## src/rtl/bpu_pkg.sv

```systemverilog
// Shared branch-prediction constants: counter thresholds and
// RISC-V control-flow opcodes used by predictor and decoder.
package bpu_pkg;

   localparam logic [6:0] OPC_BRANCH = 7'b1100011;
   localparam logic [6:0] OPC_JAL    = 7'b1101111;
   localparam logic [6:0] OPC_JALR   = 7'b1100111;

   typedef enum logic [1:0] {
      CF_NONE,
      CF_BRANCH,
      CF_JAL,
      CF_JALR
   } cf_kind_e;

   // Weakly-taken is the counter midpoint; weakly-not-taken sits just below.
   function automatic int unsigned ctr_wt(input int unsigned bits);
      return 32'd1 << (bits - 1);
   endfunction

   function automatic int unsigned ctr_wnt(input int unsigned bits);
      return ctr_wt(bits) - 1;
   endfunction

   function automatic cf_kind_e cf_kind(input logic [6:0] op);
      cf_kind_e k;
      k = CF_NONE;
      unique case (1'b1)
         (op == OPC_BRANCH): k = CF_BRANCH;
         (op == OPC_JAL):    k = CF_JAL;
         (op == OPC_JALR):   k = CF_JALR;
         default:            k = CF_NONE;
      endcase
      return k;
   endfunction

endpackage

```

## src/rtl/btb_predictor_if.sv

```systemverilog
// Fetch-lookup and execute-update bundle between the pipeline
// and the branch target buffer.
interface btb_predictor_if #(
   parameter int WIDTH = 32
) ();

   logic             pc_f_i_unused_guard;
   logic [WIDTH-1:0] pc_f_i;
   logic             is_cf_i;
   logic             pred_hit_o;
   logic             pred_taken_o;
   logic [WIDTH-1:0] pred_target_o;
   logic             upd_en_i;
   logic [WIDTH-1:0] upd_pc_i;
   logic [WIDTH-1:0] upd_target_i;
   logic             upd_taken_i;
   logic             upd_pred_i;

   modport master (
      output pc_f_i, is_cf_i,
      output upd_en_i, upd_pc_i, upd_target_i,
      output upd_taken_i, upd_pred_i,
      input  pred_hit_o, pred_taken_o, pred_target_o
   );

   modport slave (
      input  pc_f_i, is_cf_i,
      input  upd_en_i, upd_pc_i, upd_target_i,
      input  upd_taken_i, upd_pred_i,
      output pred_hit_o, pred_taken_o, pred_target_o
   );

endinterface

```

## src/rtl/bpu_sat_ctr.sv

```systemverilog
// Next-value function of a saturating up/down counter.
// Holds at all-ones when counting up and at zero when counting down.
module bpu_sat_ctr #(
   parameter int CTR_BITS = 2
) (
   input  logic [CTR_BITS-1:0] ctr_i,
   input  logic                inc_i,
   output logic [CTR_BITS-1:0] ctr_o
);

   always_comb begin
      ctr_o = ctr_i;
      if (inc_i) begin
         if (ctr_i != '1) ctr_o = ctr_i + CTR_BITS'(1);
      end else begin
         if (ctr_i != '0) ctr_o = ctr_i - CTR_BITS'(1);
      end
   end

endmodule

```

## src/rtl/btb_predictor.sv

```systemverilog
// Direct-mapped branch target buffer with per-entry saturating
// counters, combinational lookup and update/mispredict statistics.
module btb_predictor
   import bpu_pkg::*;
#(
   parameter int WIDTH     = 32,
   parameter int ENTRIES   = 16,
   parameter int CTR_BITS  = 2,
   parameter int STAT_BITS = 16
) (
   input  logic                 clk,
   input  logic                 rst,
   btb_predictor_if.slave       bus,
   input  logic                 tbl_clr_i,
   output logic [STAT_BITS-1:0] stat_upd_o,
   output logic [STAT_BITS-1:0] stat_mispred_o
);

   localparam int IDXW = $clog2(ENTRIES);
   localparam int TAGW = WIDTH - IDXW - 2;
   localparam logic [CTR_BITS-1:0] WT  = CTR_BITS'(ctr_wt(CTR_BITS));
   localparam logic [CTR_BITS-1:0] WNT = CTR_BITS'(ctr_wnt(CTR_BITS));

   logic [ENTRIES-1:0]  valid_q;
   logic [TAGW-1:0]     tag_q [ENTRIES];
   logic [WIDTH-1:0]    tgt_q [ENTRIES];
   logic [CTR_BITS-1:0] ctr_q [ENTRIES];

   logic [IDXW-1:0]     f_idx;
   logic [TAGW-1:0]     f_tag;
   logic                f_hit;
   logic                f_taken;
   logic [IDXW-1:0]     u_idx;
   logic [TAGW-1:0]     u_tag;
   logic                u_hit;
   logic [CTR_BITS-1:0] ctr_nxt;

   assign f_idx = bus.pc_f_i[IDXW+1:2];
   assign f_tag = bus.pc_f_i[WIDTH-1:IDXW+2];
   assign u_idx = bus.upd_pc_i[IDXW+1:2];
   assign u_tag = bus.upd_pc_i[WIDTH-1:IDXW+2];

   assign f_hit   = valid_q[f_idx] && (tag_q[f_idx] == f_tag);
   assign u_hit   = valid_q[u_idx] && (tag_q[u_idx] == u_tag);
   assign f_taken = bus.is_cf_i && f_hit && ctr_q[f_idx][CTR_BITS-1];

   assign bus.pred_hit_o    = f_hit;
   assign bus.pred_taken_o  = f_taken;
   assign bus.pred_target_o = f_taken ? tgt_q[f_idx]
                                      : bus.pc_f_i + WIDTH'(4);

   bpu_sat_ctr #(
      .CTR_BITS (CTR_BITS)
   ) u_sat_ctr (
      .ctr_i (ctr_q[u_idx]),
      .inc_i (bus.upd_taken_i),
      .ctr_o (ctr_nxt)
   );

   always_ff @(posedge clk) begin
      if (rst) begin
         valid_q        <= '0;
         stat_upd_o     <= '0;
         stat_mispred_o <= '0;
         for (int i = 0; i < ENTRIES; i++) ctr_q[i] <= WNT;
      end else begin
         if (bus.upd_en_i) begin
            if (stat_upd_o != '1)
               stat_upd_o <= stat_upd_o + STAT_BITS'(1);
            if ((bus.upd_pred_i != bus.upd_taken_i) &&
                (stat_mispred_o != '1))
               stat_mispred_o <= stat_mispred_o + STAT_BITS'(1);
         end
         // A fence.i clear discards any same-cycle table write.
         if (tbl_clr_i) begin
            valid_q <= '0;
         end else if (bus.upd_en_i) begin
            if (u_hit) begin
               ctr_q[u_idx] <= ctr_nxt;
               if (bus.upd_taken_i) tgt_q[u_idx] <= bus.upd_target_i;
            end else if (bus.upd_taken_i) begin
               valid_q[u_idx] <= 1'b1;
               tag_q[u_idx]   <= u_tag;
               tgt_q[u_idx]   <= bus.upd_target_i;
               ctr_q[u_idx]   <= WT;
            end
         end
      end
   end

endmodule

```

## src/flat_wrapper.sv

```systemverilog
// flat-port wrapper written by rule: the top's interface ports become plain ports
module btb_predictor_flat import bpu_pkg::*;
#(
   parameter int WIDTH     = 32,
   parameter int ENTRIES   = 16,
   parameter int CTR_BITS  = 2,
   parameter int STAT_BITS = 16
)
  (clk, rst, tbl_clr_i, stat_upd_o, stat_mispred_o, bus_pc_f_i, bus_is_cf_i, bus_upd_en_i, bus_upd_pc_i, bus_upd_target_i, bus_upd_taken_i, bus_upd_pred_i, bus_pred_hit_o, bus_pred_taken_o, bus_pred_target_o);
  btb_predictor_if #(.WIDTH(WIDTH)) bus_i ();
  input  logic clk;
  input  logic rst;
  input  logic tbl_clr_i;
  output logic [STAT_BITS-1:0] stat_upd_o;
  output logic [STAT_BITS-1:0] stat_mispred_o;
  input wire logic [$bits(bus_i.pc_f_i)-1:0] bus_pc_f_i;
  input wire logic [$bits(bus_i.is_cf_i)-1:0] bus_is_cf_i;
  input wire logic [$bits(bus_i.upd_en_i)-1:0] bus_upd_en_i;
  input wire logic [$bits(bus_i.upd_pc_i)-1:0] bus_upd_pc_i;
  input wire logic [$bits(bus_i.upd_target_i)-1:0] bus_upd_target_i;
  input wire logic [$bits(bus_i.upd_taken_i)-1:0] bus_upd_taken_i;
  input wire logic [$bits(bus_i.upd_pred_i)-1:0] bus_upd_pred_i;
  output wire logic [$bits(bus_i.pred_hit_o)-1:0] bus_pred_hit_o;
  output wire logic [$bits(bus_i.pred_taken_o)-1:0] bus_pred_taken_o;
  output wire logic [$bits(bus_i.pred_target_o)-1:0] bus_pred_target_o;
  assign bus_i.pc_f_i = bus_pc_f_i;
  assign bus_i.is_cf_i = bus_is_cf_i;
  assign bus_i.upd_en_i = bus_upd_en_i;
  assign bus_i.upd_pc_i = bus_upd_pc_i;
  assign bus_i.upd_target_i = bus_upd_target_i;
  assign bus_i.upd_taken_i = bus_upd_taken_i;
  assign bus_i.upd_pred_i = bus_upd_pred_i;
  assign bus_pred_hit_o = bus_i.pred_hit_o;
  assign bus_pred_taken_o = bus_i.pred_taken_o;
  assign bus_pred_target_o = bus_i.pred_target_o;
  btb_predictor #(.WIDTH(WIDTH), .ENTRIES(ENTRIES), .CTR_BITS(CTR_BITS), .STAT_BITS(STAT_BITS)) u_core (.clk(clk), .rst(rst), .bus(bus_i), .tbl_clr_i(tbl_clr_i), .stat_upd_o(stat_upd_o), .stat_mispred_o(stat_mispred_o));
endmodule
```

## config.mk

```make
export PLATFORM = sky130hd
export DESIGN_NAME = btb_predictor_flat
export DESIGN_NICKNAME = d
export VERILOG_FILES = /design/src/rtl/bpu_pkg.sv /design/src/rtl/btb_predictor_if.sv /design/src/rtl/bpu_sat_ctr.sv /design/src/rtl/btb_predictor.sv /design/src/flat_wrapper.sv
export SDC_FILE = /design/constraint.sdc
export NUM_CORES = 1
export LEC_CHECK = 0
export CORE_ASPECT_RATIO = 0.75
export CORE_MARGIN = 2
export CORE_UTILIZATION = 40
export CTS_CLUSTER_SIZE = 20
export DETAILED_ROUTE_END_ITERATION = 12
export DONT_BUFFER_PORTS = 1
export PLACE_DENSITY_LB_ADDON = 0.2
export SKIP_CTS_REPAIR_TIMING = 1
export SYNTH_ARGS = -nofsm -noshare
export SYNTH_HDL_FRONTEND = slang
export SYNTH_SLANG_ARGS = --single-unit
```

## constraint.sdc

```tcl
create_clock -name clk -period 18.05 [get_ports clk]
set_input_delay 3.61 -clock clk [delete_from_list [all_inputs] [get_ports clk]]
set_output_delay 3.61 -clock clk [all_outputs]
set_load 0.05 [all_outputs]
```

==> impl_metrics.csv, run 1 <==
group,metric,value,unit
synth,avgSynthCellArea,19.00,um^2
setup_path,worstPathArrival,7850,ps
synth,synth_ff_type,"edfxtp_1",
synth,synth_edf_count,960,
pwr,power_leakage,15.31,nW
placement,gp_congestion,0.8460,
hold_path,min_to,"u_core.valid_q[0]",
sta,period_share,63.48,%
setup_path,worstPathMaxFanout,192,
global_routing,grtUsageTotal,21.66,%
route,drt-initial-drc-count,2623,
floorplan,core_area,109600,um^2
sta,fmax,87.28,MHz
cts,htreeDepth,3,
hold_path,hold_depth,2,
flow_run,drv_cap,0,
setup_path,worstPathRequired,14440,ps
setup_path,cp_common_cell,"buf_4",
setup_path,reg2reg_slack,13730,ps
synth,postSynthCellCount,2333,
run_status,status,"finished, final reports clean",
setup_path,crit_path_max_incr_delay,840,ps
floorplan,die_x,388.4,um
global_routing,grt-ovfl-total,0,
setup_path,cp-end-kind,"output pin",
floorplan,fp-row-count,105,
cells_and_area,drive_gt1_share,26.07,%
cts,cts.sinks,1008,
synth,ys_seq_elements,1008,
setup_path,worst-setup-path-type,"in2out",
placement,io_buffers,0,
setup_path,worstSetupStartpointType,"input pin",
synth,syn_nets,2439,
cts,cts-root-buf,"clkbuf_16",
route,routed_via_density,6.159,
cells_and_area,layout.nets,2429,
cts,numCtsBuffers,99,
floorplan,start_util,40.46,%
route,postRouteAntennaNets,0,
cts,clk_path_buf_depth,3,
synth,async_flop_share,0,%
setup_path,r2r_start,"u_core.tag_q[11][19]",
synth,yosysWarnings,0,
route,wire_per_inst,32.00,um
route,routed_wirelength,123200,um
sta,timing.slew.headroom,15.13,%
sta,worst_pin_slew,1265,ps
sta,finClkSkew,41.61,ps
hold_path,holdCritStartpoint,"u_core.valid_q[0]",
cts,clk_pin_slew,60,ps
cells_and_area,post-route-util,44.82,%
placement,hpwl,69010,um
setup_path,cp_slowest_cell,"mux2i_1",
cells_and_area,antenna_cells,0,
route,route.vias.total,23710,
setup_path,r2r-end,"u_core.tag_q[9][8]",
route,drcViolationCount,0,
setup_path,r2r_cells,10,
floorplan,fp.dieArea,113500,um^2
floorplan,ioPinCount,169,
cells_and_area,nFillCells,9309,
setup_path,path_cells,"inv_1 > buf_4 > mux2i_1 > o21ai_0 > a2111oi_0 > a21oi_1 > nor4_1 > nand4_1 > buf_4 > mux2_2",
global_routing,antenna_found_initial,1,
pwr,power.total,0.004817,W
global_routing,grt_pass1_wl,175600,um
route,first_pass_iters,5,
sta,drv_slew,0,
cts,insertion_delay,720,ps
sta,period_minus_slack,11460,ps
pwr,power.density,98.08,nW/um^2
synth,synthDistinctLibCells,63,
hold_path,hold_path.class,"reg2reg",
sta,setup_viol,0,
synth,ys_seq_area_share,67.20,%
sta,setup-tns-final,0,ps
synth,synth_area,44330,um^2
cts,cts_tree,"done",
cells_and_area,area_growth,10.79,%
pwr,irDropWorstVdd,0.00007476,V
floorplan,die_y,292.3,um
global_routing,grt_max_degree,234,
sta,rsz0062_at_grt,"false",
global_routing,grt_pass1_vias,24200,
sta,hold_violations,0,
==> cells in the mapped netlist, drive strengths merged, types with 32 or more instances <==
| cell type | number | area [um^2] |
|---|---|---|
| xor2 | 49 | 429.2 |
| nand4 | 39 | 244.0 |
| mux2i | 138 | 1381 |
| buf | 77 | 417.9 |
| dfxtp | 48 | 960.9 |
| xnor2 | 76 | 665.6 |
| clkbuf | 77 | 289.0 |
| nand2 | 71 | 266.5 |
| nor2 | 93 | 349.1 |
| edfxtp | 960 | 28830 |
| mux4 | 350 | 7883 |
| mux2 | 43 | 484.2 |
| nand3 | 32 | 160.2 |
==> worst max path at each step <==
stage,start,endpoint,depth (start not counted)
finish,bus_pc_f_i[2],bus_pred_target_o[2],10
detailed placement,bus_pc_f_i[2],bus_pred_target_o[28],10
global route,bus_pc_f_i[2],bus_pred_target_o[2],10
CTS,bus_pc_f_i[2],bus_pred_target_o[28],10
floorplan,bus_pc_f_i[3],bus_pred_target_o[22],10
global placement,bus_pc_f_i[2],bus_pred_target_o[28],10
==> cell families after synthesis <==
logic type,after synthesis,share of synthesized area [%]
AOI/OAI and AO/OA,164,2.617
xor gates and xnor gates,125,2.470
adders and majority gates,5,0.1299
buffers and inverters,161,1.654
DFF,1008,67.20
muxes,531,21.99
and+or+nand+nor,339,3.935
==> cells in the final DEF, fill, tap and decap left out, types with 11 or more instances in the layout <==
| master | count |
|---|---|
| nand3_1 | 32 |
| nor2_1 | 68 |
| nand4_1 | 39 |
| a211oi_1 | 12 |
| edfxtp_1 | 960 |
| nand2_1 | 71 |
| clkinv_1 | 25 |
| mux2i_1 | 138 |
| xnor2_1 | 76 |
| mux2_2 | 43 |
| a31o_2 | 12 |
| buf_4 | 43 |
| mux4_2 | 350 |
| o21ai_0 | 25 |
| clkbuf_16 | 99 |
| a22oi_1 | 28 |
| and3_1 | 17 |
| nor2_4 | 24 |
| clkbuf_1 | 24 |
| dfxtp_1 | 48 |
| a21oi_1 | 24 |
| xor2_1 | 49 |
| clkinv_2 | 14 |
| nand2b_1 | 11 |
==> critical path: cells and delay by family <==
| kind | cells | cell delay, ps |
|---|---|---|
| AND/OR/NAND/NOR | 2 | 500 |
| AO/OA/AOI/OAI | 3 | 900 |
| multiplexers | 2 | 1370 |
| buffers and inverters | 3 | 1120 |
==> layout make-up <==
type	count	area, um^2	share of cell area [%]
clock buffer	123	2567	5.228
clock inverter	60	554.3	1.129
inverter	7	28.78	0.05860
multi-input combinational	1164	14040	28.59
sequential	1008	29790	60.66
tap	1444	1807	3.679
timing repair buffer	43	322.8	0.6574
==> per-layer routing <==
metal | track usage [%] | part of all wire [%]
met1 | 31.13 | 43
met2 | 33.10 | 46
met5 | 0 | 0
met3 | 6.054 | 9.6
met4 | 4.593 | 1.9
==> state kept, by name (all words and copies together) (netlist names) <==
register,cells
u_core.valid_q,16
u_core.tag_q,416
u_core.stat_upd_o,16
u_core.stat_mispred_o,16
u_core.tgt_q,512
u_core.ctr_q,32
==> metrics by stage <==
| stage | worst slack (ps) | hold WS (ps) | instance area [um^2] | cells |
|---|---|---|---|---|
| 2_1_floorplan | 7766 | 436.4 | 44330 | 2333 |
| 3_5_place_dp | 6806 | 461.2 | 45990 | 3666 |
| 3_3_place_gp | 6878 | 451.7 | 45990 | 3666 |
| 5_1_grt | 6462 | 496.2 | 49110 | 3849 |
| 4_1_cts | 6794 | 476.7 | 49110 | 3849 |
| 6_report | 6593 | 476.9 | 49110 | 3849 |
==> where the power goes <==
group / internal (W) / switching [W] / total (W)
sequential: 0.00257 / 0.00000780 / 0.00258
clock: 0.00109 / 0.000903 / 0.00199
combinational: 0.000125 / 0.000120 / 0.000245
total: 0.00379 / 0.00103 / 0.00482
(Power assumes the default switching activity.)
==> inputs of run 2 (changes only) <==
==> constraint.sdc (replaced) <==
create_clock -name clk -period 11.5 [get_ports clk]
set_input_delay 2.3 -clock clk [delete_from_list [all_inputs] [get_ports clk]]
set_output_delay 2.3 -clock clk [all_outputs]
set_load 0.05 [all_outputs]
==> run 2 against run 1 <==
  * Via count about the same
  * Die area unchanged
  * Cell count about the same
  * Setup slack got worse by 3700 ps
  * Clock power increased by 67%
  * Count of clock-buffer cells in the layout decreased by 3
  * First-iteration DRC count increased by 11%
  * Hold slack got worse by 0.98 ps
  * Register-to-register slack got worse by 6800 ps
  * Power increased by 61%
==> impl_metrics.csv, run 2 (synthesis results as in run 1) <==
group,metric,value,unit
setup_path,cp_top_family,"buffers and inverters",
cts,numCtsBuffers,99,
cells_and_area,largest-register,"u_core.tgt_q",
hold_path,hold_path.class,"reg2reg",
setup_path,r2r_start,"u_core.tag_q[9][19]",
sta,timing.slew.headroom,9.985,%
setup_path,reg2reg_slack,6950,ps
placement,io_buffers,0,
route,drt-initial-drc-count,2903,
sta,setup-tns-final,0,ps
global_routing,grt-ovfl-total,0,
hold_path,hold_depth,1,
global_routing,grt_pass1_vias,24000,
sta,setup_viol,0,
cts,htreeDepth,3,
cells_and_area,area_growth,11.19,%
route,wire_per_inst,32.07,um
sta,hold_violations,0,
floorplan,fp-row-count,105,
pwr,irDropWorstVdd,0.0001057,V
floorplan,start_util,40.46,%
route,first_pass_iters,5,
sta,period_minus_slack,8585,ps
sta,rsz0062_at_grt,"false",
pwr,power.density,157.4,nW/um^2
setup_path,crit_path_max_incr_delay,680,ps
setup_path,worstSetupStartpointType,"input pin",
cells_and_area,multiInputGateArea,14040,um^2
placement,gp_congestion,0.8535,
setup_path,path_cells,"inv_1 > buf_4 > and2_1 > a211oi_1 > a21oi_1 > xnor2_1 > nand4_1 > nor2_1 > nand4_1 > buf_4 > mux2_2",
cells_and_area,top_regs,"u_core.tgt_q: 512 flops, u_core.tag_q: 416 flops, u_core.ctr_q: 32 flops",
cells_and_area,seq_area,29790,um^2
setup_path,cp_slowest_cell,"a21oi_1",
cells_and_area,largest_register_ffs,512,
run_status,status,"finished, final reports clean",
floorplan,die_y,292.3,um
global_routing,grt_pass1_wl,175400,um
cts,clk_path_buf_depth,3,
cts,cts_tree,"done",
sta,worst_pin_slew,1341,ps
setup_path,worstPathArrival,6280,ps
global_routing,antenna_found_initial,1,
cells_and_area,layout.cells.non_filler,3846,
setup_path,r2r-end,"u_core.tag_q[10][9]",
sta,holdWs,475.9,ps
floorplan,die_x,388.4,um
route,routed_via_density,6.160,
sta,drv_slew,0,
cts,insertion_delay,710,ps
setup_path,worstPathRequired,9200,ps
route,drcViolationCount,0,
global_routing,grtUsageTotal,21.64,%
flow_run,drv_cap,0,
floorplan,fp.dieArea,113500,um^2
floorplan,core_area,109600,um^2
cts,cts-root-buf,"clkbuf_16",
cells_and_area,drive_gt1_share,26.14,%
cells_and_area,layout.nets,2427,
setup_path,worstPathMaxFanout,192,
cells_and_area,final_cell_mix,"960 x edfxtp_1, 350 x mux4_2, 138 x mux2i_1, 99 x clkbuf_16, 76 x xnor2_1",
floorplan,ioPinCount,169,
cts,clk_pin_slew,60,ps
pwr,power_leakage,15.41,nW
setup_path,r2r_cells,10,
cts,cts.sinks,1008,
cells_and_area,final_common_cell,"edfxtp_1",
route,routed_wirelength,123300,um
setup_path,worst-setup-path-type,"in2out",
global_routing,grt_max_degree,234,
setup_path,crit_buf_inv,3,
sta,fmax,116.5,MHz
cells_and_area,nFillCells,9210,
placement,dpl.cell_count,3664,
hold_path,holdCritStartpoint,"u_core.valid_q[10]",
sta,finClkSkew,38.14,ps
route,route.vias.total,23690,
cells_and_area,antenna_cells,0,
hold_path,min_to,"u_core.valid_q[10]",
route,postRouteAntennaNets,0,
placement,hpwl,69850,um
setup_path,cp-end-kind,"output pin",
sta,period_share,74.65,%
[run 2: where the power goes]
part / internal (W) / switching, W / total (W)
Sequential: 0.00403 / 0.0000122 / 0.00404
Combinational: 0.000197 / 0.000188 / 0.000385
Clock: 0.00191 / 0.00142 / 0.00333
[run 2: worst max-delay path by stage]
| stage | cells past startpoint | slack, ps | startpoint | to |
|---|---|---|---|---|
| global route | 10 | 2840 | bus_pc_f_i[2] | bus_pred_target_o[28] |
| finish | 11 | 2920 | bus_pc_f_i[2] | bus_pred_target_o[2] |
| detailed placement | 10 | 3160 | bus_pc_f_i[2] | bus_pred_target_o[28] |
| CTS | 10 | 3150 | bus_pc_f_i[2] | bus_pred_target_o[28] |
| floorplan | 10 | 3840 | bus_pc_f_i[3] | bus_pred_target_o[22] |
| global placement | 10 | 3100 | bus_pc_f_i[2] | bus_pred_target_o[28] |
[run 2: final cells by class]
| cell class | count | share of cell area, % |
|---|---|---|
| clock inverters | 62 | 1.546 |
| repair buffers | 41 | 0.6245 |
| clock buffers | 120 | 5.186 |
| multi-input cells | 1164 | 28.48 |
| inverters | 7 | 0.05839 |
| well taps | 1444 | 3.666 |
| flip-flops and latches | 1008 | 60.44 |
[run 2: layer usage]
layer | vias to the layer above | GRT usage [%] | share of wire [%]
met5 | - | 0 | 0.011
li1 | 9690 | - | -
met1 | 12760 | 30.84 | 42
met3 | 170 | 6.060 | 9.6
met2 | 1072 | 33.20 | 46
met4 | 2 | 4.907 | 2.1
[run 2: metrics by stage]
stage | worst slack, ps | total power, W | instance area, um^2 | utilization [%]
floorplan | 3836 | 0.004481 | 44330 | -
global placement | 3102 | 0.004502 | 45970 | 41.96
detailed placement | 3165 | 0.004505 | 45970 | 41.96
CTS | 3152 | 0.007812 | 49290 | 44.98
global route | 2843 | 0.007959 | 49290 | 44.98
finish | 2915 | 0.007759 | 49290 | 44.98
==> inputs of run 3 (changes only) <==
==> constraint.sdc (replaced) <==
create_clock -name clk -period 7.06 [get_ports clk]
set_input_delay 1.412 -clock clk [delete_from_list [all_inputs] [get_ports clk]]
set_output_delay 1.412 -clock clk [all_outputs]
set_load 0.05 [all_outputs]
==> run 3 against run 2 <==
  * Global-route usage increased by 0.20 points
  * Critical path type unchanged
  * Combinational power increased by 67%
  * Count of clock-buffer cells in the layout unchanged
  * Register-to-register slack got worse by 4300 ps
  * Utilization increased by 0.15 points
==> impl_metrics.csv, run 3 (synthesis results as in run 1) <==
group,metric,value,unit
floorplan,start_util,40.46,%
placement,post_dp_cell_area,46220,um^2
setup_path,worstPathRequired,5650,ps
hold_path,hold_path.class,"reg2reg",
sta,hold_violations,0,
global_routing,grt_pass1_vias,24320,
setup_path,r2r-end,"u_core.tag_q[1][12]",
setup_path,crit_buf_inv,2,
flow_run,drv_cap,0,
cts,clk_path_buf_depth,3,
pwr,irDropWorstVdd,0.0001710,V
sta,period_share,93.41,%
placement,dpl.cell_count,3686,
cts,numCtsBuffers,100,
sta,timing.slew.headroom,6.431,%
placement,hpwl,71910,um
route,wire_per_inst,32.08,um
route,routed_via_density,6.142,
hold_path,hold_depth,1,
sta,setup-tns-final,0,ps
cts,cts-root-buf,"clkbuf_16",
route,routed_wirelength,124300,um
hold_path,holdCritStartpoint,"u_core.valid_q[14]",
sta,period_minus_slack,6595,ps
placement,gp_congestion,0.8653,
cells_and_area,layout.nets,2450,
setup_path,worstPathArrival,5180,ps
route,first_pass_iters,7,
global_routing,grt-ovfl-total,0,
route,drt-initial-drc-count,2943,
sta,fmax,151.6,MHz
route,drcViolationCount,0,
sta,rsz0062_at_grt,"false",
cells_and_area,largest_register_ffs,512,
cells_and_area,top_regs,"u_core.tgt_q: 512 flops, u_core.tag_q: 416 flops, u_core.ctr_q: 32 flops",
floorplan,fp-row-count,105,
global_routing,antenna_found_initial,1,
floorplan,ioPinCount,169,
run_status,status,"finished, final reports clean",
cts,cts_tree,"done",
setup_path,worstPathMaxFanout,233,
floorplan,fp.dieArea,113500,um^2
setup_path,reg2reg_slack,2660,ps
cts,htreeDepth,3,
setup_path,cp-end-kind,"output pin",
cells_and_area,drive_gt1_share,27.04,%
sta,finClkSkew,42.40,ps
setup_path,worst-setup-path-type,"in2out",
cts,insertion_delay,720,ps
cells_and_area,area_growth,11.57,%
route,postRouteAntennaNets,0,
cells_and_area,post-route-util,45.14,%
cts,clk_pin_slew,60,ps
setup_path,cp_top_family,"multiplexers",
sta,worst_pin_slew,1394,ps
cells_and_area,final_cell_mix,"960 x edfxtp_1, 350 x mux4_2, 138 x mux2i_1, 100 x clkbuf_16, 76 x xnor2_1",
cells_and_area,layout.cells.non_filler,3875,
sta,drv_slew,0,
setup_path,crit_path_max_incr_delay,780,ps
route,route.vias.total,23800,
floorplan,die_x,388.4,um
sta,setup_viol,0,
pwr,power_leakage,15.53,nW
setup_path,worstSetupStartpointType,"input pin",
global_routing,grt_max_degree,234,
floorplan,die_y,292.3,um
setup_path,r2r_cells,10,
floorplan,core_area,109600,um^2
global_routing,grtUsageTotal,21.84,%
cells_and_area,final_common_cell,"edfxtp_1",
sta,worst_slack,465.0,ps
setup_path,r2r_start,"u_core.tag_q[7][14]",
global_routing,grt_pass1_wl,178000,um
hold_path,min_to,"u_core.valid_q[14]",
pwr,power.density,253.2,nW/um^2
placement,place_ws,858.1,ps
placement,io_buffers,0,
setup_path,cp_slowest_cell,"mux4_2",
cells_and_area,largest-register,"u_core.tgt_q",
cts,cts.sinks,1008,
setup_path,path_cells,"mux4_2 > mux2i_1 > xnor2_1 > o21ai_0 > nand2_1 > nor4_1 > nand4_1 > buf_4 > mux2_2 > buf_12",
cells_and_area,final_cell_area,49460,um^2
## run 3: power breakdown
group          leakage (nW)  internal (W)  total (W)  switching, W
combinational          4.94      0.000333   0.000643      0.000310
sequential             9.01       0.00657    0.00659     0.0000198
clock                  1.58       0.00293    0.00529       0.00236
total                  15.5       0.00983     0.0125       0.00269
## run 3: final cells by class
type	count	area, um^2
antenna	1	2.502
clock buffer	120	2577
clock inverter	68	655.6
fill	9274	60110
inverter	7	28.78
multi-input combinational	1164	14040
sequential	1008	29790
tap	1444	1807
timing repair buffer	63	560.5
## run 3: worst max path at each step
stage	start	to	slack, ps	cells past startpoint
3_5_place_dp	bus_pc_f_i[3]	bus_pred_target_o[2]	860	10
6_report	bus_pc_f_i[3]	bus_pred_target_o[2]	470	10
2_1_floorplan	bus_upd_pc_i[2]	u_core.tag_q[10][0]	1080	10
4_1_cts	bus_pc_f_i[3]	bus_pred_target_o[2]	860	10
5_1_grt	bus_pc_f_i[3]	bus_pred_target_o[2]	660	10
3_3_place_gp	bus_pc_f_i[3]	bus_pred_target_o[2]	870	10
## run 3: routing by layer
| layer | track usage [%] | share of wire [%] | up-vias |
|---|---|---|---|
| met1 | 31.64 | 43 | 12860 |
| met5 | 0 | 0 | - |
| li1 | - | - | 9730 |
| met3 | 5.630 | 9.1 | 154 |
| met4 | 4.375 | 1.7 | 0 |
| met2 | 33.55 | 46 | 1054 |
## run 3: metrics by stage
step | hold WS (ps) | power (W)
2_1_floorplan | 436.4 | 0.007298
3_3_place_gp | 450.6 | 0.007350
3_5_place_dp | 466.5 | 0.007354
4_1_cts | 481.0 | 0.01261
5_1_grt | 495.5 | 0.01287
6_report | 479.1 | 0.01252
